### config.mk
export PLATFORM = sky130hd
export DESIGN_NAME = out_capture
export DESIGN_NICKNAME = d
export VERILOG_FILES = /design/src/rtl/out_capture.sv
export SDC_FILE = /design/constraint.sdc
export NUM_CORES = 1
export LEC_CHECK = 0
export BUFFER_PORTS_ARGS = -buffer_cell sky130_fd_sc_hd__buf_2
export CAP_MARGIN = 0
export CORE_UTILIZATION = 60
export DETAILED_ROUTE_END_ITERATION = 6
export PLACE_DENSITY = 0.84
export RECOVER_POWER = 100
export SLEW_MARGIN = 30
export SYNTH_ARGS = -nofsm -noshare
export SYNTH_HDL_FRONTEND = slang
export SYNTH_SLANG_ARGS = --single-unit
### constraint.sdc
create_clock -name clk -period 4.65 [get_ports clk]
set_clock_uncertainty 0.15 [all_clocks]
set_input_delay 0.2325 -clock clk [delete_from_list [all_inputs] [get_ports clk]]
set_output_delay 0.2325 -clock clk [all_outputs]
set_load 0.005 [all_outputs]
### src/rtl/out_capture.sv
// out_capture: capture engine for the CPU's toggle-handshake output port.
// Each of CHANNELS (data, ctl) pairs delivers one word per level change of
// its ctl bit. Words wait in a one-entry holding slot per channel, are merged
// by a round-robin arbiter into a shared FIFO, and leave on a valid/ready
// stream tagged with their source channel.
//
// Ports:
//   clk, rst_n   clock, asynchronous active-low reset
//   out_dat      CHANNELS*DATA_W packed channel data (channel k at k*DATA_W)
//   out_ctl      per-channel toggle strobe
//   trap         CPU trap input, latched into trap_seen
//   m_valid      FIFO head valid
//   m_ready      consumer ready; pop on m_valid & m_ready
//   m_data       FIFO head word
//   m_chan       FIFO head source channel
//   ovf_cnt      saturating count of dropped words
//   trap_seen    sticky trap flag
//   drained      trap seen and no captured output left anywhere
module out_capture #(
    parameter int DATA_W   = 8,
    parameter int CHANNELS = 2,
    parameter int DEPTH    = 16,
    parameter int CNT_W    = 16,
    localparam int CH_W    = (CHANNELS > 1) ? $clog2(CHANNELS) : 1
) (
    input  logic                       clk,
    input  logic                       rst_n,
    input  logic [CHANNELS*DATA_W-1:0] out_dat,
    input  logic [CHANNELS-1:0]        out_ctl,
    input  logic                       trap,
    output logic                       m_valid,
    input  logic                       m_ready,
    output logic [DATA_W-1:0]          m_data,
    output logic [CH_W-1:0]            m_chan,
    output logic [CNT_W-1:0]           ovf_cnt,
    output logic                       trap_seen,
    output logic                       drained
);

    localparam int AW = $clog2(DEPTH);
    localparam int EW = CH_W + DATA_W;

    logic                r_armed;
    logic [CHANNELS-1:0] r_ctl_q;
    logic [CHANNELS-1:0] r_hold_v;
    logic [DATA_W-1:0]   r_hold_d [CHANNELS];
    logic [CH_W-1:0]     r_ptr;
    logic [AW:0]         r_wptr;
    logic [AW:0]         r_rptr;
    logic [EW-1:0]       r_mem [DEPTH];
    logic [CNT_W-1:0]    r_ovf;
    logic                r_trap_seen;
    logic                r_drained;

    logic [CHANNELS-1:0] w_tog;
    logic                w_empty;
    logic                w_full;
    logic                w_pop;
    logic                w_gnt_v;
    logic [CH_W-1:0]     w_gnt_idx;
    logic [3:0]          w_drop;
    logic [CNT_W:0]      w_sum;
    logic [EW-1:0]       w_head;

    assign w_tog   = r_armed ? (out_ctl ^ r_ctl_q) : '0;
    assign w_empty = (r_wptr == r_rptr);
    assign w_full  = (r_wptr[AW] != r_rptr[AW]) && (r_wptr[AW-1:0] == r_rptr[AW-1:0]);
    assign w_pop   = !w_empty && m_ready;
    assign w_head  = r_mem[r_rptr[AW-1:0]];

    assign m_valid   = !w_empty;
    assign m_data    = w_empty ? '0 : w_head[DATA_W-1:0];
    assign m_chan    = w_empty ? '0 : w_head[EW-1:DATA_W];
    assign ovf_cnt   = r_ovf;
    assign trap_seen = r_trap_seen;
    assign drained   = r_drained;

    // Round-robin: scan from the priority pointer, first pending slot wins.
    always_comb begin
        int unsigned idx;
        idx       = 0;
        w_gnt_v   = 1'b0;
        w_gnt_idx = '0;
        for (int unsigned i = 0; i < CHANNELS; i++) begin
            idx = (32'(r_ptr) + i) % CHANNELS;
            if (!w_gnt_v && !w_full && r_hold_v[idx]) begin
                w_gnt_v   = 1'b1;
                w_gnt_idx = CH_W'(idx);
            end
        end
    end

    // A toggle is lost only when its slot is occupied and not leaving this cycle.
    always_comb begin
        w_drop = '0;
        for (int unsigned k = 0; k < CHANNELS; k++) begin
            if (w_tog[k] && r_hold_v[k] && !(w_gnt_v && w_gnt_idx == CH_W'(k)))
                w_drop = w_drop + 4'd1;
        end
        w_sum = {1'b0, r_ovf} + (CNT_W+1)'(w_drop);
    end

    always_ff @(posedge clk or negedge rst_n) begin
        if (!rst_n) begin
            r_armed     <= 1'b0;
            r_ctl_q     <= '0;
            r_hold_v    <= '0;
            for (int unsigned k = 0; k < CHANNELS; k++)
                r_hold_d[k] <= '0;
            r_ptr       <= '0;
            r_wptr      <= '0;
            r_rptr      <= '0;
            r_ovf       <= '0;
            r_trap_seen <= 1'b0;
            r_drained   <= 1'b0;
        end else begin
            r_armed <= 1'b1;
            r_ctl_q <= out_ctl;

            // Clear on grant first; a same-cycle toggle then reloads the slot.
            for (int unsigned k = 0; k < CHANNELS; k++) begin
                if (w_gnt_v && w_gnt_idx == CH_W'(k))
                    r_hold_v[k] <= 1'b0;
                if (w_tog[k] && (!r_hold_v[k] || (w_gnt_v && w_gnt_idx == CH_W'(k)))) begin
                    r_hold_v[k] <= 1'b1;
                    r_hold_d[k] <= out_dat[k*DATA_W +: DATA_W];
                end
            end

            if (w_gnt_v) begin
                r_wptr <= r_wptr + 1'b1;
                if (32'(w_gnt_idx) == CHANNELS - 1)
                    r_ptr <= '0;
                else
                    r_ptr <= w_gnt_idx + 1'b1;
            end
            if (w_pop)
                r_rptr <= r_rptr + 1'b1;

            r_ovf <= w_sum[CNT_W] ? '1 : w_sum[CNT_W-1:0];

            if (trap)
                r_trap_seen <= 1'b1;
            r_drained <= r_trap_seen && (r_hold_v == '0) && w_empty;
        end
    end

    always_ff @(posedge clk) begin
        if (w_gnt_v)
            r_mem[r_wptr[AW-1:0]] <= {w_gnt_idx, r_hold_d[w_gnt_idx]};
    end

endmodule

==> reports/results.txt <==
The total count of max-transition violations in the final report is 62. In this run the mean area of a mapped cell was 16.2 um^2. Among cell families on the critical path, the largest total delay comes from simple AND/OR/NAND/NOR gates. The total die area was 14400 um^2; the storage element area was 5580 um^2.

The worst setup path is captured at a register. The delay contributed by the slowest stage of the critical path came out at 480 ps. The tools report the final wirelength as 17300 um.

The internal portion of the total power is 4.10 mW. The flow ran to the end, but the final reports show violations. The leading register cell type out of synthesis was edfxtp_1. The run gives 0.398 mV as the worst voltage drop across the vdd grid. The total power draw was 6.28 mW; the worst hold slack was 17.9 ps. Entering global routing, the biggest net connects 51 pins. The width of the chip is 120 um, and the final worst-path setup slack is 912 ps. The layout filler cell count is 892, and the fraction of layout instances using a drive strength above 1 is 19.0%. The run gives 2 as the number of max-cap violations. Detailed placement ended at an HPWL of 10800 um. Counting instances in the post-synthesis netlist gives the leading cell types as edfxtp_1 (144), dfrtp_1 (50), mux4_2 (36). The H-tree was split into 4 levels. The post-place setup slack was 892 ps. The floorplan die height was 120 um; the critical path depth was 13. The synthesized design contains 194 register bits. At the pin with the least slew margin, the transition time is 2670 ps. The number of hold violations in the final report came out at 0.

For this block, the via count after detailed routing is 4922. The leftover overflow at the end of global routing was 0. Clock tree synthesis found a total of 194 sinks. The area of the mapped netlist came out at 8360 um^2. Traced cell by cell, the critical path runs through xnor2_1, nand4_1, buf_4, o21ai_0, and3_1, ha_1, ha_1, inv_1, fa_1, nand2b_1, nor2_1, nand3_1, nand3_1.

In this run the tool buffered the top-level ports with 49 buffer cells. The number of antenna diodes in the final layout is 0. The net switching fraction of the power works out to 34.7%. The critical path is of the reg2reg type. After routing, the total negative slack on setup checks comes to 0 ps. Of all cell types, the one taking the most synthesized area is edfxtp_1. Once detail routing completed, the nets flagged for antenna violations numbered 0. The worst path needs 3740 ps of the cycle, external delays included. The maximum fanout encountered on the critical timing path was 21; the number of global-route vias before repair was 5031. The worst pin sits at a relative slew slack of -78.1%. The power per cell area is 671 nW/um^2, and the number of cell rows is 42. By area the synthesized netlist is led by edfxtp_1 (52%), dfrtp_1 (15%), mux4_2 (9.7%), o2111ai_1 (1.8%), a22oi_1 (1.6%). The number of buffers and inverters on the critical path is 2. Combinational logic burns 33.6% of the power. 50 I/O pins were placed. CTS root buffer: clkbuf_16. Summed over all nets, the switching power comes to 2.18 mW. The slowest stage of the critical path belongs to the cell dfrtp_1. Data on the critical path arrives at its endpoint at 3940 ps. For the placeable core region, the log shows 13400 um^2.

The later-pin clock latency in the skew report is 430 ps, and the starting DRC count in detailed routing is 478. The logs give 0 for the count of endpoints failing setup in the final report and 27500 um for the wire length of the first global-routing pass. TritonCTS built the clock tree.

The tools report the global routing usage summed across all routing layers as 26.0%. The number of buffers inserted to repair setup after CTS was 0. Of all flip-flops after synthesis, the portion carrying an async set or reset was 25.8%. The ratio of final minimum period to clock period was 80.4%; the total number of nets in the final design was 608. The tools report the startpoint kind of the worst setup timing path as a register.

The run gives 5 as the detailed-router iteration count before antenna repair. The final weighted congestion in routability-driven placement came out at 0.900. In this run the deepest clock path goes through 2 buffers. In this run the static leakage power is 3.37 nW. Summed over its instances, the top area cell type makes up 51.7% of the synthesized netlist area. At the worst endpoint, the required time is 4850 ps. Synthesis handed over a netlist of 515 instances.

In the post-synthesis netlist, the cell with the most instances is edfxtp_1. Clock-pin slew was measured on the worst setup and hold paths at 70 ps. The synthesized design contains 144 enable-type register cells. For the starting density of the core, the log shows 62.4%. Timing would allow up to 268 MHz. The average routed wire per standard cell is 22.6 um. In the final layout, the multi-input gates occupy 2510 um^2. The path class of the tightest hold or removal check is in2reg. Summing the sequential cell areas from Yosys gives 66.7% of the chip area. The sequential fraction of design power is 44.4%, and the number of buffers created by CTS is 17. In this run, the clock network consumes 21.9% of the power.

The checks that failed: capacitance limit, slew limit. The worst reg2reg path depth was 13; the area growth from synthesis to final layout was 12.0%. The post-detailed-route via-to-cell ratio came out at 6.43. For the post-synthesis cell type count, the log shows 47.

Counting every net in the synthesized netlist gives 546. Setup repair after global routing left no endpoint under its margin. After detailed routing, the number of remaining DRC violations is 0.

The initial antenna violation count is 0. The Yosys step of the flow raised 0 warnings. Counting instances, the worst hold path has a depth of 3.
final timing paths:
kind                            startpoint           end  slack, ps
max in group asynchronous            rst_n     r_rptr[0]       1470
worst min register to register   trap_seen     trap_seen        360
worst max register to register   r_rptr[2]   ovf_cnt[13]        910
min in group asynchronous            rst_n  r_hold_d[10]       1150
worst min-delay path               m_ready     r_rptr[2]         20
worst max-delay path             r_rptr[2]   ovf_cnt[13]        910
stage by stage:
stage | cells | util [%] | instance area [um^2]
6_report | 765 | 69.8 | 9360
5_1_grt | 765 | 69.8 | 9360
4_1_cts | 765 | 70.6 | 9460
3_5_place_dp | 714 | 64.9 | 8700
3_3_place_gp | 714 | 64.9 | 8690
2_1_floorplan | 515 | - | 8360
sequential cells by signal, indices dropped and copies added, names as in the netlist:
name,flops
r_ptr,1
r_armed,1
ovf_cnt,16
r_hold_d,16
r_rptr,5
r_hold_v,2
r_ctl_q,2
trap_seen,1
drained,1
r_wptr,5
r_mem,144
placed cells by master, fill, tap and decap left out, types with 3 or more instances in the layout:
master	netlist	final
buf_2	9	34
dlygate4sd3_1	0	20
nand2b_1	3	3
xor2_1	12	12
o21ai_0	22	23
and2_1	7	4
o2111ai_1	17	17
nor2b_1	5	5
nor2_1	7	7
clkbuf_1	13	18
clkbuf_16	0	17
mux4_2	36	36
xnor2_1	12	12
nand4_1	6	6
nand2_1	20	20
o211ai_1	17	17
mux2_1	0	8
nand3b_1	9	9
dfrtp_1	50	49
mux2_2	5	3
inv_6	0	5
buf_4	5	4
nor3_1	4	4
and3_1	17	17
nand3_1	16	16
inv_1	7	7
edfxtp_1	144	144
and2_0	0	3
a22oi_1	18	18
ha_1	8	8
a21oi_1	11	13
per-layer routing:
metal	up-vias	GRT usage, %	wire (um)
li1	2166	-	-
met1	2493	34.4	6990
met2	236	43.2	8850
met3	27	5.32	1150
met4	0	8.91	290
met5	-	0	0
worst reg2reg max path: cells and delay by family (launching register included):
| kind | cells | cell delay, ps |
|---|---|---|
| adder cells (fa/ha/maj) | 3 | 880 |
| buffers and inverters | 2 | 330 |
| AO/OA/AOI/OAI | 1 | 140 |
| flip-flops | 1 | 480 |
| XOR/XNOR | 1 | 180 |
| AND/OR/NAND/NOR | 6 | 1500 |
kinds of logic after synthesis:
group | synth area share, %
AOI/OAI and AO/OA | 8.61
xor gates and xnor gates | 2.51
adders and majority gates | 1.44
buffers and inverters | 2.56
DFF | 66.7
muxes | 11.6
other | 0.0449
and+or+nand+nor | 6.57
final cells by class:
cell class	instances	share of cell area [%]
flip-flops and latches	194	59.6
multi-input cells	280	26.8
repair buffers	76	5.01
clock buffers	18	4.59
well taps	176	2.35
clock inverters	13	1.32
inverters	8	0.321
power groups by stage:
stage,logic (mW),clock network [mW],registers (mW)
finish,2.11,1.38,2.79
global route,2.31,1.44,2.83
floorplan,1.65,0,2.69
CTS,2.22,1.39,2.78
global placement,2.10,0,2.78
detailed placement,2.19,0,2.81
timing repair:
item / CTS / global route
endpoints found under the hold margin: 69 / 0
hold buffers: 20 / 0
gates resized for setup: 0 / 0
Note: power is estimated with default switching activity, not from simulation.
